File: src/rtl/branch_predictor_pkg.sv
// rtl/branch_predictor_pkg.sv - shared types and constants for the branch predictor
// Purpose: BTB entry layout, sweep FSM states, 2-bit counter encodings, PC helper.
// Ports: none (package).
package branch_predictor_pkg;

    localparam int PC_W      = 32;
    // Entry tags are stored zero-extended to this width; unused upper bits are constant.
    localparam int TAG_MAX_W = 32;

    localparam logic [1:0] CTR_SNT = 2'd0;
    localparam logic [1:0] CTR_WNT = 2'd1;
    localparam logic [1:0] CTR_WT  = 2'd2;
    localparam logic [1:0] CTR_ST  = 2'd3;

    typedef enum logic {
        INIT  = 1'b0,
        READY = 1'b1
    } bp_state_t;

    typedef struct packed {
        logic                 valid;
        logic [TAG_MAX_W-1:0] tag;
        logic [PC_W-1:0]      target;
        logic [1:0]           ctr;
    } btb_entry_t;

    // Sequential next PC; wraps modulo 2^32.
    function automatic logic [PC_W-1:0] pc_plus4(input logic [PC_W-1:0] pc);
        return pc + 32'd4;
    endfunction

endpackage

File: src/rtl/branch_predictor_if.sv
// rtl/branch_predictor_if.sv - fetch/resolve/control bundle between pipeline and predictor
// Purpose: groups fetch lookup, execute training, redirect and sweep-control signals.
// Ports (slave view = predictor):
//   in : flush_tables, fetch_pc, upd_valid, upd_pc, upd_is_branch, upd_is_jump,
//        upd_taken, upd_target, upd_pred_taken, upd_pred_target
//   out: busy, pred_taken, pred_target, mispredict, redirect_pc
interface branch_predictor_if;
    import branch_predictor_pkg::*;

    logic            flush_tables;
    logic            busy;
    logic [PC_W-1:0] fetch_pc;
    logic            pred_taken;
    logic [PC_W-1:0] pred_target;
    logic            upd_valid;
    logic [PC_W-1:0] upd_pc;
    logic            upd_is_branch;
    logic            upd_is_jump;
    logic            upd_taken;
    logic [PC_W-1:0] upd_target;
    logic            upd_pred_taken;
    logic [PC_W-1:0] upd_pred_target;
    logic            mispredict;
    logic [PC_W-1:0] redirect_pc;

    modport master (
        output flush_tables, fetch_pc,
        output upd_valid, upd_pc, upd_is_branch, upd_is_jump,
        output upd_taken, upd_target, upd_pred_taken, upd_pred_target,
        input  busy, pred_taken, pred_target, mispredict, redirect_pc
    );

    modport slave (
        input  flush_tables, fetch_pc,
        input  upd_valid, upd_pc, upd_is_branch, upd_is_jump,
        input  upd_taken, upd_target, upd_pred_taken, upd_pred_target,
        output busy, pred_taken, pred_target, mispredict, redirect_pc
    );

endinterface

File: src/rtl/branch_predictor_sat_counter2.sv
// rtl/branch_predictor_sat_counter2.sv - combinational 2-bit saturating up/down counter
// Purpose: next value of a branch direction counter.
// Ports: ctr (current value), inc (1 = count up, 0 = count down), ctr_next (result).
module branch_predictor_sat_counter2
    import branch_predictor_pkg::*;
(
    input  logic [1:0] ctr,
    input  logic       inc,
    output logic [1:0] ctr_next
);

    always_comb begin
        ctr_next = ctr;
        if (inc) begin
            if (ctr != CTR_ST) ctr_next = ctr + 2'd1;
        end else begin
            if (ctr != CTR_SNT) ctr_next = ctr - 2'd1;
        end
    end

endmodule

File: src/rtl/branch_predictor.sv
// rtl/branch_predictor.sv - direct-mapped BTB with 2-bit counters and mispredict redirect
// Purpose: same-cycle taken/target prediction for fetch_pc, training from resolved
//          instructions, registered mispredict/redirect, and a table-clear sweep.
// Ports: clk, rst_n (async, active-low), bp (branch_predictor_if.slave):
//   fetch_pc -> pred_taken/pred_target (combinational)
//   upd_*    -> table training and mispredict/redirect_pc (registered)
//   flush_tables -> restart sweep; busy high while sweeping
module branch_predictor
    import branch_predictor_pkg::*;
#(
    parameter int ENTRIES = 64,
    parameter int TAG_W   = 10
) (
    input  logic               clk,
    input  logic               rst_n,
    branch_predictor_if.slave  bp
);

    localparam int              IDX_W    = $clog2(ENTRIES);
    localparam logic [IDX_W-1:0] LAST_IDX = IDX_W'(ENTRIES - 1);

    bp_state_t        state_q, state_d;
    logic [IDX_W-1:0] sweep_idx_q, sweep_idx_d;

    // Only valid carries a reset; the rest is plain storage initialised by the sweep.
    logic                 valid_q  [ENTRIES];
    logic [TAG_MAX_W-1:0] tag_q    [ENTRIES];
    logic [PC_W-1:0]      target_q [ENTRIES];
    logic [1:0]           ctr_q    [ENTRIES];

    // ---------------- sweep FSM ----------------
    always_ff @(posedge clk or negedge rst_n) begin
        if (!rst_n) begin
            state_q     <= INIT;
            sweep_idx_q <= '0;
        end else begin
            state_q     <= state_d;
            sweep_idx_q <= sweep_idx_d;
        end
    end

    always_comb begin
        state_d     = state_q;
        sweep_idx_d = sweep_idx_q;
        case (state_q)
            INIT: begin
                sweep_idx_d = sweep_idx_q + IDX_W'(1);
                if (sweep_idx_q == LAST_IDX) state_d = READY;
            end
            READY: begin
                state_d = READY;
            end
            default: state_d = INIT;
        endcase
        if (bp.flush_tables) begin
            state_d     = INIT;
            sweep_idx_d = '0;
        end
    end

    assign bp.busy = (state_q == INIT);

    // ---------------- predict ----------------
    logic [IDX_W-1:0]     f_idx;
    logic [TAG_MAX_W-1:0] f_tag;
    logic                 f_hit;
    logic                 pred_taken;

    assign f_idx      = bp.fetch_pc[2 +: IDX_W];
    assign f_tag      = TAG_MAX_W'(bp.fetch_pc[2 + IDX_W +: TAG_W]);
    assign f_hit      = valid_q[f_idx] && (tag_q[f_idx] == f_tag);
    assign pred_taken = (state_q == READY) && f_hit && ctr_q[f_idx][1];

    assign bp.pred_taken  = pred_taken;
    assign bp.pred_target = pred_taken ? target_q[f_idx] : pc_plus4(bp.fetch_pc);

    // ---------------- train ----------------
    logic [IDX_W-1:0]     u_idx;
    logic [TAG_MAX_W-1:0] u_tag;
    logic                 u_hit;
    logic [1:0]           u_ctr_next;

    assign u_idx = bp.upd_pc[2 +: IDX_W];
    assign u_tag = TAG_MAX_W'(bp.upd_pc[2 + IDX_W +: TAG_W]);
    assign u_hit = valid_q[u_idx] && (tag_q[u_idx] == u_tag);

    branch_predictor_sat_counter2 u_ctr (
        .ctr      (ctr_q[u_idx]),
        .inc      (bp.upd_taken),
        .ctr_next (u_ctr_next)
    );

    logic             wr_en;
    logic [IDX_W-1:0] wr_idx;
    btb_entry_t       wr_entry;

    // Single write port shared by the sweep and training; training is ignored in INIT.
    always_comb begin
        wr_en    = 1'b0;
        wr_idx   = u_idx;
        wr_entry = '{valid: 1'b0, tag: u_tag, target: bp.upd_target, ctr: ctr_q[u_idx]};
        if (state_q == INIT) begin
            wr_en        = 1'b1;
            wr_idx       = sweep_idx_q;
            wr_entry.ctr = CTR_WNT;
        end else if (bp.upd_valid) begin
            if (bp.upd_is_jump) begin
                wr_en          = 1'b1;
                wr_entry.valid = 1'b1;
                wr_entry.ctr   = CTR_ST;
            end else if (bp.upd_is_branch) begin
                if (u_hit) begin
                    wr_en          = 1'b1;
                    wr_entry.valid = 1'b1;
                    wr_entry.ctr   = u_ctr_next;
                end else if (bp.upd_taken) begin
                    wr_en          = 1'b1;
                    wr_entry.valid = 1'b1;
                    wr_entry.ctr   = CTR_WT;
                end
            end else if (u_hit) begin
                // A non-control instruction matched: the entry is an alias, drop it.
                wr_en = 1'b1;
            end
        end
    end

    always_ff @(posedge clk) begin
        if (wr_en) begin
            tag_q[wr_idx]    <= wr_entry.tag;
            target_q[wr_idx] <= wr_entry.target;
            ctr_q[wr_idx]    <= wr_entry.ctr;
        end
    end

    always_ff @(posedge clk or negedge rst_n) begin
        if (!rst_n) begin
            for (int i = 0; i < ENTRIES; i++) valid_q[i] <= 1'b0;
        end else if (wr_en) begin
            valid_q[wr_idx] <= wr_entry.valid;
        end
    end

    // ---------------- mispredict ----------------
    logic            act_taken;
    logic [PC_W-1:0] act_next;
    logic            miss;
    logic            mispredict_q;
    logic [PC_W-1:0] redirect_pc_q;

    assign act_taken = bp.upd_is_jump | (bp.upd_is_branch & bp.upd_taken);
    assign act_next  = act_taken ? bp.upd_target : pc_plus4(bp.upd_pc);
    assign miss      = bp.upd_valid &&
                       ((bp.upd_pred_taken != act_taken) ||
                        (act_taken && (bp.upd_pred_target != bp.upd_target)));

    always_ff @(posedge clk or negedge rst_n) begin
        if (!rst_n) begin
            mispredict_q  <= 1'b0;
            redirect_pc_q <= '0;
        end else begin
            mispredict_q <= miss;
            if (bp.upd_valid) redirect_pc_q <= act_next;
        end
    end

    assign bp.mispredict  = mispredict_q;
    assign bp.redirect_pc = redirect_pc_q;

endmodule

File: src/flat_wrapper.sv
// flat-port wrapper written by rule: the top's interface ports become plain ports
module branch_predictor_flat import branch_predictor_pkg::*;
#(
    parameter int ENTRIES = 64,
    parameter int TAG_W   = 10
)
  (clk, rst_n, bp_flush_tables, bp_fetch_pc, bp_upd_valid, bp_upd_pc, bp_upd_is_branch, bp_upd_is_jump, bp_upd_taken, bp_upd_target, bp_upd_pred_taken, bp_upd_pred_target, bp_busy, bp_pred_taken, bp_pred_target, bp_mispredict, bp_redirect_pc);
  branch_predictor_if bp_i ();
  input  logic clk;
  input  logic rst_n;
  input wire logic [$bits(bp_i.flush_tables)-1:0] bp_flush_tables;
  input wire logic [$bits(bp_i.fetch_pc)-1:0] bp_fetch_pc;
  input wire logic [$bits(bp_i.upd_valid)-1:0] bp_upd_valid;
  input wire logic [$bits(bp_i.upd_pc)-1:0] bp_upd_pc;
  input wire logic [$bits(bp_i.upd_is_branch)-1:0] bp_upd_is_branch;
  input wire logic [$bits(bp_i.upd_is_jump)-1:0] bp_upd_is_jump;
  input wire logic [$bits(bp_i.upd_taken)-1:0] bp_upd_taken;
  input wire logic [$bits(bp_i.upd_target)-1:0] bp_upd_target;
  input wire logic [$bits(bp_i.upd_pred_taken)-1:0] bp_upd_pred_taken;
  input wire logic [$bits(bp_i.upd_pred_target)-1:0] bp_upd_pred_target;
  output wire logic [$bits(bp_i.busy)-1:0] bp_busy;
  output wire logic [$bits(bp_i.pred_taken)-1:0] bp_pred_taken;
  output wire logic [$bits(bp_i.pred_target)-1:0] bp_pred_target;
  output wire logic [$bits(bp_i.mispredict)-1:0] bp_mispredict;
  output wire logic [$bits(bp_i.redirect_pc)-1:0] bp_redirect_pc;
  assign bp_i.flush_tables = bp_flush_tables;
  assign bp_i.fetch_pc = bp_fetch_pc;
  assign bp_i.upd_valid = bp_upd_valid;
  assign bp_i.upd_pc = bp_upd_pc;
  assign bp_i.upd_is_branch = bp_upd_is_branch;
  assign bp_i.upd_is_jump = bp_upd_is_jump;
  assign bp_i.upd_taken = bp_upd_taken;
  assign bp_i.upd_target = bp_upd_target;
  assign bp_i.upd_pred_taken = bp_upd_pred_taken;
  assign bp_i.upd_pred_target = bp_upd_pred_target;
  assign bp_busy = bp_i.busy;
  assign bp_pred_taken = bp_i.pred_taken;
  assign bp_pred_target = bp_i.pred_target;
  assign bp_mispredict = bp_i.mispredict;
  assign bp_redirect_pc = bp_i.redirect_pc;
  branch_predictor #(.ENTRIES(ENTRIES), .TAG_W(TAG_W)) u_core (.clk(clk), .rst_n(rst_n), .bp(bp_i));
endmodule
File: config.mk
export PLATFORM = sky130hd
export DESIGN_NAME = branch_predictor_flat
export DESIGN_NICKNAME = d
export VERILOG_FILES = /design/src/rtl/branch_predictor_pkg.sv /design/src/rtl/branch_predictor_if.sv /design/src/rtl/branch_predictor_sat_counter2.sv /design/src/rtl/branch_predictor.sv /design/src/flat_wrapper.sv
export SDC_FILE = /design/constraint.sdc
export NUM_CORES = 2
export LEC_CHECK = 0
export BUFFER_PORTS_ARGS = -buffer_cell sky130_fd_sc_hd__buf_2
export CAP_MARGIN = 20
export CORE_MARGIN = 1
export CORE_UTILIZATION = 50
export CTS_CLUSTER_SIZE = 10
export DETAILED_ROUTE_END_ITERATION = 10
export HOLD_SLACK_MARGIN = 0.03
export PLACE_DENSITY = 0.66
export SYNTH_ARGS = -nofsm -noshare
export SYNTH_HDL_FRONTEND = slang
export SYNTH_MEMORY_MAX_BITS = 65536
export SYNTH_SLANG_ARGS = --single-unit
File: constraint.sdc
create_clock -name clk -period 9.4 [get_ports clk]
set_clock_uncertainty 0.15 [all_clocks]
set_input_delay 1.41 -clock clk [delete_from_list [all_inputs] [get_ports clk]]
set_output_delay 1.41 -clock clk [all_outputs]
set_load 0.02 [all_outputs]
After elaboration in Yosys (flattened, before gate mapping):

Memory sizes are Yosys's and may differ from the RTL's.
Cells that the tools add are included.

* word-level logic and storage cells: 141
* output and inout port bits: 67
* memories: 3
* bits in writable memories: 2816
* bits of input ports: 136
* register bits after elaboration: 104

* $lt $le $gt $ge: 4
* reductions and logical operators: 9
* bitwise gates (word level): 6
* equal/unequal tests: 7
* muxes and demuxes: 39
* $add $sub $neg: 5

Memories
* u_core.target_q: words 64, bits a word 32, read ports 1, clocked after Yosys merged registers in 0, wr ports 1, line branch_predictor.sv:28 `logic [PC_W-1:0] target_q [ENTRIES];`
* u_core.tag_q: words 64, bits a word 10, read ports 2, clocked after Yosys merged registers in 0, wr ports 1, line branch_predictor.sv:27 `logic [TAG_MAX_W-1:0] tag_q [ENTRIES];`
* u_core.ctr_q: words 64, bits a word 2, read ports 2, clocked after Yosys merged registers in 0, wr ports 1, line branch_predictor.sv:29 `logic [1:0] ctr_q [ENTRIES];`

Operator list (number)
* $add 32x3->32 const B: 2
* $bwmux 64: 1
* $eq 32x10->1: 2
* $mux 32: 2
* $ne 32x32->1: 1
* $ge 7x7->1 const B: 3
* $not 6->7: 3
* $mux 1: 20
* $mux 2: 9
* $mux 6: 3
* $bmux 1 s6: 2
* $logic_and 1x1->1: 7
* $lt 7x1->1 const B: 1
* $add 6x1->6 const B: 1
* $demux 1 s6: 1
* $eq 6x6->1 const B: 1
* $ne 2x2->1 const B: 2
* $add 2x1->2 const B: 1
* $pmux 1 s2: 1
* $reduce_bool 2->1: 1
* $sub 2x1->2 const B: 1
* $and 1x1->1: 1
* $logic_or 1x1->1: 1
* $ne 1x1->1: 1
* other kinds (2): 2

Longest topological paths before layout:

* depth in word-level cells: 12
* depth in mapped cells: 18
* depth with buffers taken out: 11

Cells and area by module:

Synthesis repeated with hierarchy kept, for this count alone.

* cell total of the unflattened synthesis: 5393
* area total of the unflattened synthesis: 120219.0 µm²

By module, submodules not included
* branch_predictor: cells each 5390, area an instance 120192.8 µm², instances 1, sequential area each 87163.6 µm²
* branch_predictor_sat_counter2: cells each 3, area an instance 26.3 µm², instances 1, sequential area each 0.0 µm²

Worst setup path after synthesis:

Ideal clock, no wire load.

* path type: input to register
* from: input bp_upd_pc[2]
* to: register u_core.valid_q[2] (netlist name)
* buffers on the path: 4
* path slack: -0.406 ns
* library setup time: 0.088 ns
* cell stages on the path: 15
* data arrival time: 9.568 ns
* required time: 9.162 ns
* path through: buf_6 -> buf_4 -> buf_4 -> buf_2 -> mux4_2 -> a22o_1 -> a2111oi_0 -> a21oi_1 -> xnor2_1 -> nand4_1 -> a21oi_1 -> a31oi_1 -> o21ai_2 -> nor4b_1 -> mux2_2

* word-level cells in the longest chain between the ends: 11
* elaborated cells between the ends (all ways): 25
* those cells by class: order compare (2); eq/ne (1); mux (17); bitwise (2); reduce/logical (2); memory (1)

Ends and longest elaborated chain
* start: declaration: line flat_wrapper.sv:14 `input wire logic [$bits(bp_i.upd_pc)-1:0] bp_upd_pc;`
* parallel branches: the longest is 11 deep, another holds $mem_v2 64x10
* end signal: indexed assignment: line branch_predictor.sv:140 `valid_q[wr_idx] <= wr_entry.valid;`
* end: declaration: line branch_predictor.sv:26 `logic valid_q [ENTRIES];`

Parallel ways; which one is timed is not known. The select of a mux whose other input is x is not followed.
A chain may end at the register's enable or synchronous reset.

Final worst setup path:

* from: input bp_fetch_pc[3]
* to: output bp_pred_target[24]

* word-level cells in the longest chain between the ends: 8
* elaborated cells between the ends (all ways): 13
* those cells by class: add/sub (1); eq/ne (1); mux (4); bitwise (1); reduce/logical (3); memory (3)

Ends and longest elaborated chain
* start: declaration: line flat_wrapper.sv:12 `input wire logic [$bits(bp_i.fetch_pc)-1:0] bp_fetch_pc;`
* parallel branches: the longest is 7 deep, another holds $mem_v2 64x10
* $mux 32 (*): line branch_predictor.sv:75 `assign bp.pred_target = pred_taken ? target_q[f_idx] : pc_plus4(bp.fetch_pc);`
* end: declaration: line flat_wrapper.sv:23 `output wire logic [$bits(bp_i.pred_target)-1:0] bp_pred_target;`

Mark *: on every way between the ends. The select of a mux whose other input is x is not followed.

==> metrics <==
outcome=complete, but fails checks; violated checks=design-rule violations; Slew @ Worst Pin=1.24 ns; Final Hold Vio Count=0; Startpoint Class=input pin; fraction of registers with async set/reset=3.56%; Pleak=43.4 nW; Critical R2R Launch=u_core.tag_q[1][7]; residual overflow from global routing=0; Die Span Y=around 500 um; clock insertion delay at the later pin of the skew report=~0.96 ns; Slew Viols, Final=0; post-layout min period=about 8.4 ns; Clk pin slew, worst setup/hold paths=about 0.05 ns; max-cap violations=0; Syn Std Cell Area=120,000 um2; RSZ-0062 raised after global routing=false; setup repair bufs after CTS=0; worst reg2reg path endpoint=u_core.target_q[53][19]; H-tree depth=5; CP Data Arrival Time=between 6 and 7 ns; final wirelength=379 mm; CTS Buf Count=between 300 and 400; Final setup viols=0; vias=64,600; Synth Instances=around 5,400; first-pass GRT wire length=roughly 520 mm; HPWL Detailed=218 mm; most common cell after layout, fill and taps aside=edfxtp_1; die area=between 200,000 and 250,000 um2; sequential fraction of the synthesis area=between 70 and 80%; Antenna Nets Post-Route=0; Core Box Area=238,000 um2; syn_nets=approximately 5,500; max_slew headroom=around 18%; Post-CTS Hold Buffers=0; flop2flop setup slack=3.98 ns; distinct cell type count after synthesis=73; post-route insts no fill=about 9,200; Site Rows=about 180; largest net degree at the start of global routing=approximately 150; die width=slightly below 500 um; post-layout net count=6,034; initial DRC count=roughly 11,000; Worst VDD drop=~0.00017 V; synthesized area per cell=22.2 um2; I/O pin cnt=about 200; # DRC=10; root buffer cell=clkbuf_16; Req. time, crit path=7.84 ns; Crit Path Category=input pin to output port; share of layout cells above drive strength 1=roughly a third; fmax=around 120 MHz; PwrDens=204 nW/um2; Pre-antenna DRT Iters=9; Initial Util=50.4%; final period utilization=about nine tenths; Post-synth EDFFs=~2,800; port bufs=a little over 200; FF-to-FF path depth=11; Placed Instances=approximately 8,700; DR WL/cell=41.2 um; final instance area=between 100,000 and 150,000 um2; CTS tree=done; routability cong.=slightly below 0.9; vias per cell=between 7 and 8; initial antenna violation count=27; Max FO, Critical Path=around 120; leading cell types in the layout, fill and taps excluded=edfxtp_1, mux4_2, clkbuf_16, buf_2, buf_4; Yosys warnings=0; CTS max path bufs=4; ys flop type=edfxtp_1; Area growth syn-to-layout=13.7%; Global Route Usage Sum=31.4%; Hold Crit Class=input pin to async pin; Sink Count=about 2,900; Final Hold Slack=~0.25 ns; post_cts resized=0; setup TNS=0 ns; Critical Path Sink Type=output port; number of global-route vias before repair=between 60,000 and 70,000; post-place instance area=~130,000 um2; #FFs+latches synth=2,920
[cells in the mapped netlist (3+ instances only)]
cell type / n / share of area (%)
edfxtp_1: 2816 / 70
mux4_2: 1060 / 20
clkbuf_1: 168 / 0.53
nor2_1: 132 / 0.41
nand2_1: 122 / 0.38
dfrtp_1: 104 / 2.2
mux2i_1: 97 / 0.81
buf_2: 85 / 0.35
mux2_2: 71 / 0.67
a21oi_1: 66 / 0.28
nand3_1: 62 / 0.26
xnor2_1: 62 / 0.45
xor2_1: 55 / 0.40
buf_1: 54 / 0.17
o21ai_0: 45 / 0.19
a22oi_1: 42 / 0.26
and3_1: 41 / 0.21
a211oi_1: 29 / 0.18
and3b_1: 28 / 0.20
nand4_1: 24 / 0.13
mux2_1: 19 / 0.18
a21o_1: 18 / 0.11
buf_4: 18 / 0.11
a31oi_1: 17 / 0.089
nor2b_1: 14 / 0.073
nor3_1: 13 / 0.054
inv_1: 11 / 0.034
and2_1: 9 / 0.047
a311oi_1: 8 / 0.058
o211ai_1: 8 / 0.050
nor4_1: 7 / 0.037
and4_1: 6 / 0.044
buf_6: 6 / 0.056
nand2b_1: 6 / 0.031
o22ai_1: 6 / 0.031
a221oi_1: 5 / 0.037
a22o_1: 5 / 0.037
a32oi_1: 4 / 0.029
or3b_2: 4 / 0.029
ha_1: 3 / 0.031
nor3b_1: 3 / 0.019
o221ai_1: 3 / 0.022
o31ai_1: 3 / 0.019
o32ai_1: 3 / 0.022
[layout make-up]
cell class / count / area, um2
inverter: 15 / 58.8
tap: 3167 / 3960
clock inverter: 21 / 166
antenna: 15 / 37.5
clock buffer: 448 / 9170
fill: 17000 / 102000
multi-input combinational: 2136 / 31600
sequential: 2920 / 87200
timing repair buffer: 475 / 4220
[metrics by stage]
step	util, %	worst slack, ns	power, mW
final	57.3	0.998	27.8
after floorplan	-	1.01	15.6
after detailed placement	53.3	1.01	16.4
after global routing	57.3	0.831	28.4
after global placement	53.3	0.946	16.4
after CTS	57.2	1.03	27.9
[worst max path at each step]
stage                        start                  to  slack (ns)  cells past startpoint
finish              bp_fetch_pc[3]  bp_pred_target[24]         1.0                     11
global route        bp_fetch_pc[3]  bp_pred_target[24]        0.83                     11
CTS                 bp_fetch_pc[2]  bp_pred_target[24]        1.03                     12
detailed placement  bp_fetch_pc[2]  bp_pred_target[24]        1.01                     12
global placement    bp_fetch_pc[3]   bp_pred_target[0]        0.95                     12
floorplan             bp_upd_pc[2]  u_core.valid_q[21]        1.01                     16
[flip-flops by register name, indices dropped and copies added (netlist names)]
signal / flops
u_core.target_q: 2048
u_core.tag_q: 640
u_core.ctr_q: 128
u_core.valid_q: 64
u_core.bp.redirect_pc: 32
u_core.sweep_idx_q: 6
u_core.bp.mispredict: 1
u_core.state_q: 1
[critical path: stages]
cell	delay [ns]
buf_8	0.83
buf_4	0.83
mux4_2	0.40
mux4_2	0.49
mux4_2	0.48
xnor2_1	0.26
o2111ai_1	0.17
or3_4	0.77
nor2_1	0.69
a21oi_1	0.07
buf_2	0.21
[cell families after synthesis]
| family | count (synthesis) | share of synthesized area, % |
|---|---|---|
| flip-flops | 2920 | 72.7 |
| multiplexers | 1247 | 21.6 |
| AND/OR/NAND/NOR | 487 | 2.05 |
| buffers and inverters | 346 | 1.27 |
| AO/OA/AOI/OAI | 281 | 1.56 |
| XOR/XNOR | 117 | 0.854 |
| adder cells (fa/ha/maj) | 4 | 0.0396 |
[metal layers]
layer / track usage [%] / wire, um / vias to the layer above
li1: - / - / 24100
met1: 43.0 / 136000 / 34600
met2: 47.0 / 174000 / 4977
met3: 8.56 / 48200 / 865
met4: 14.9 / 20200 / 16
met5: 0 / 202 / -
[power breakdown]
group	switching (mW)	internal (mW)	total, mW
Combinational	1.08	0.695	1.78
Clock	4.92	6.75	11.7
Sequential	0.0334	14.4	14.4
Power figures use the tool's default switching activity.
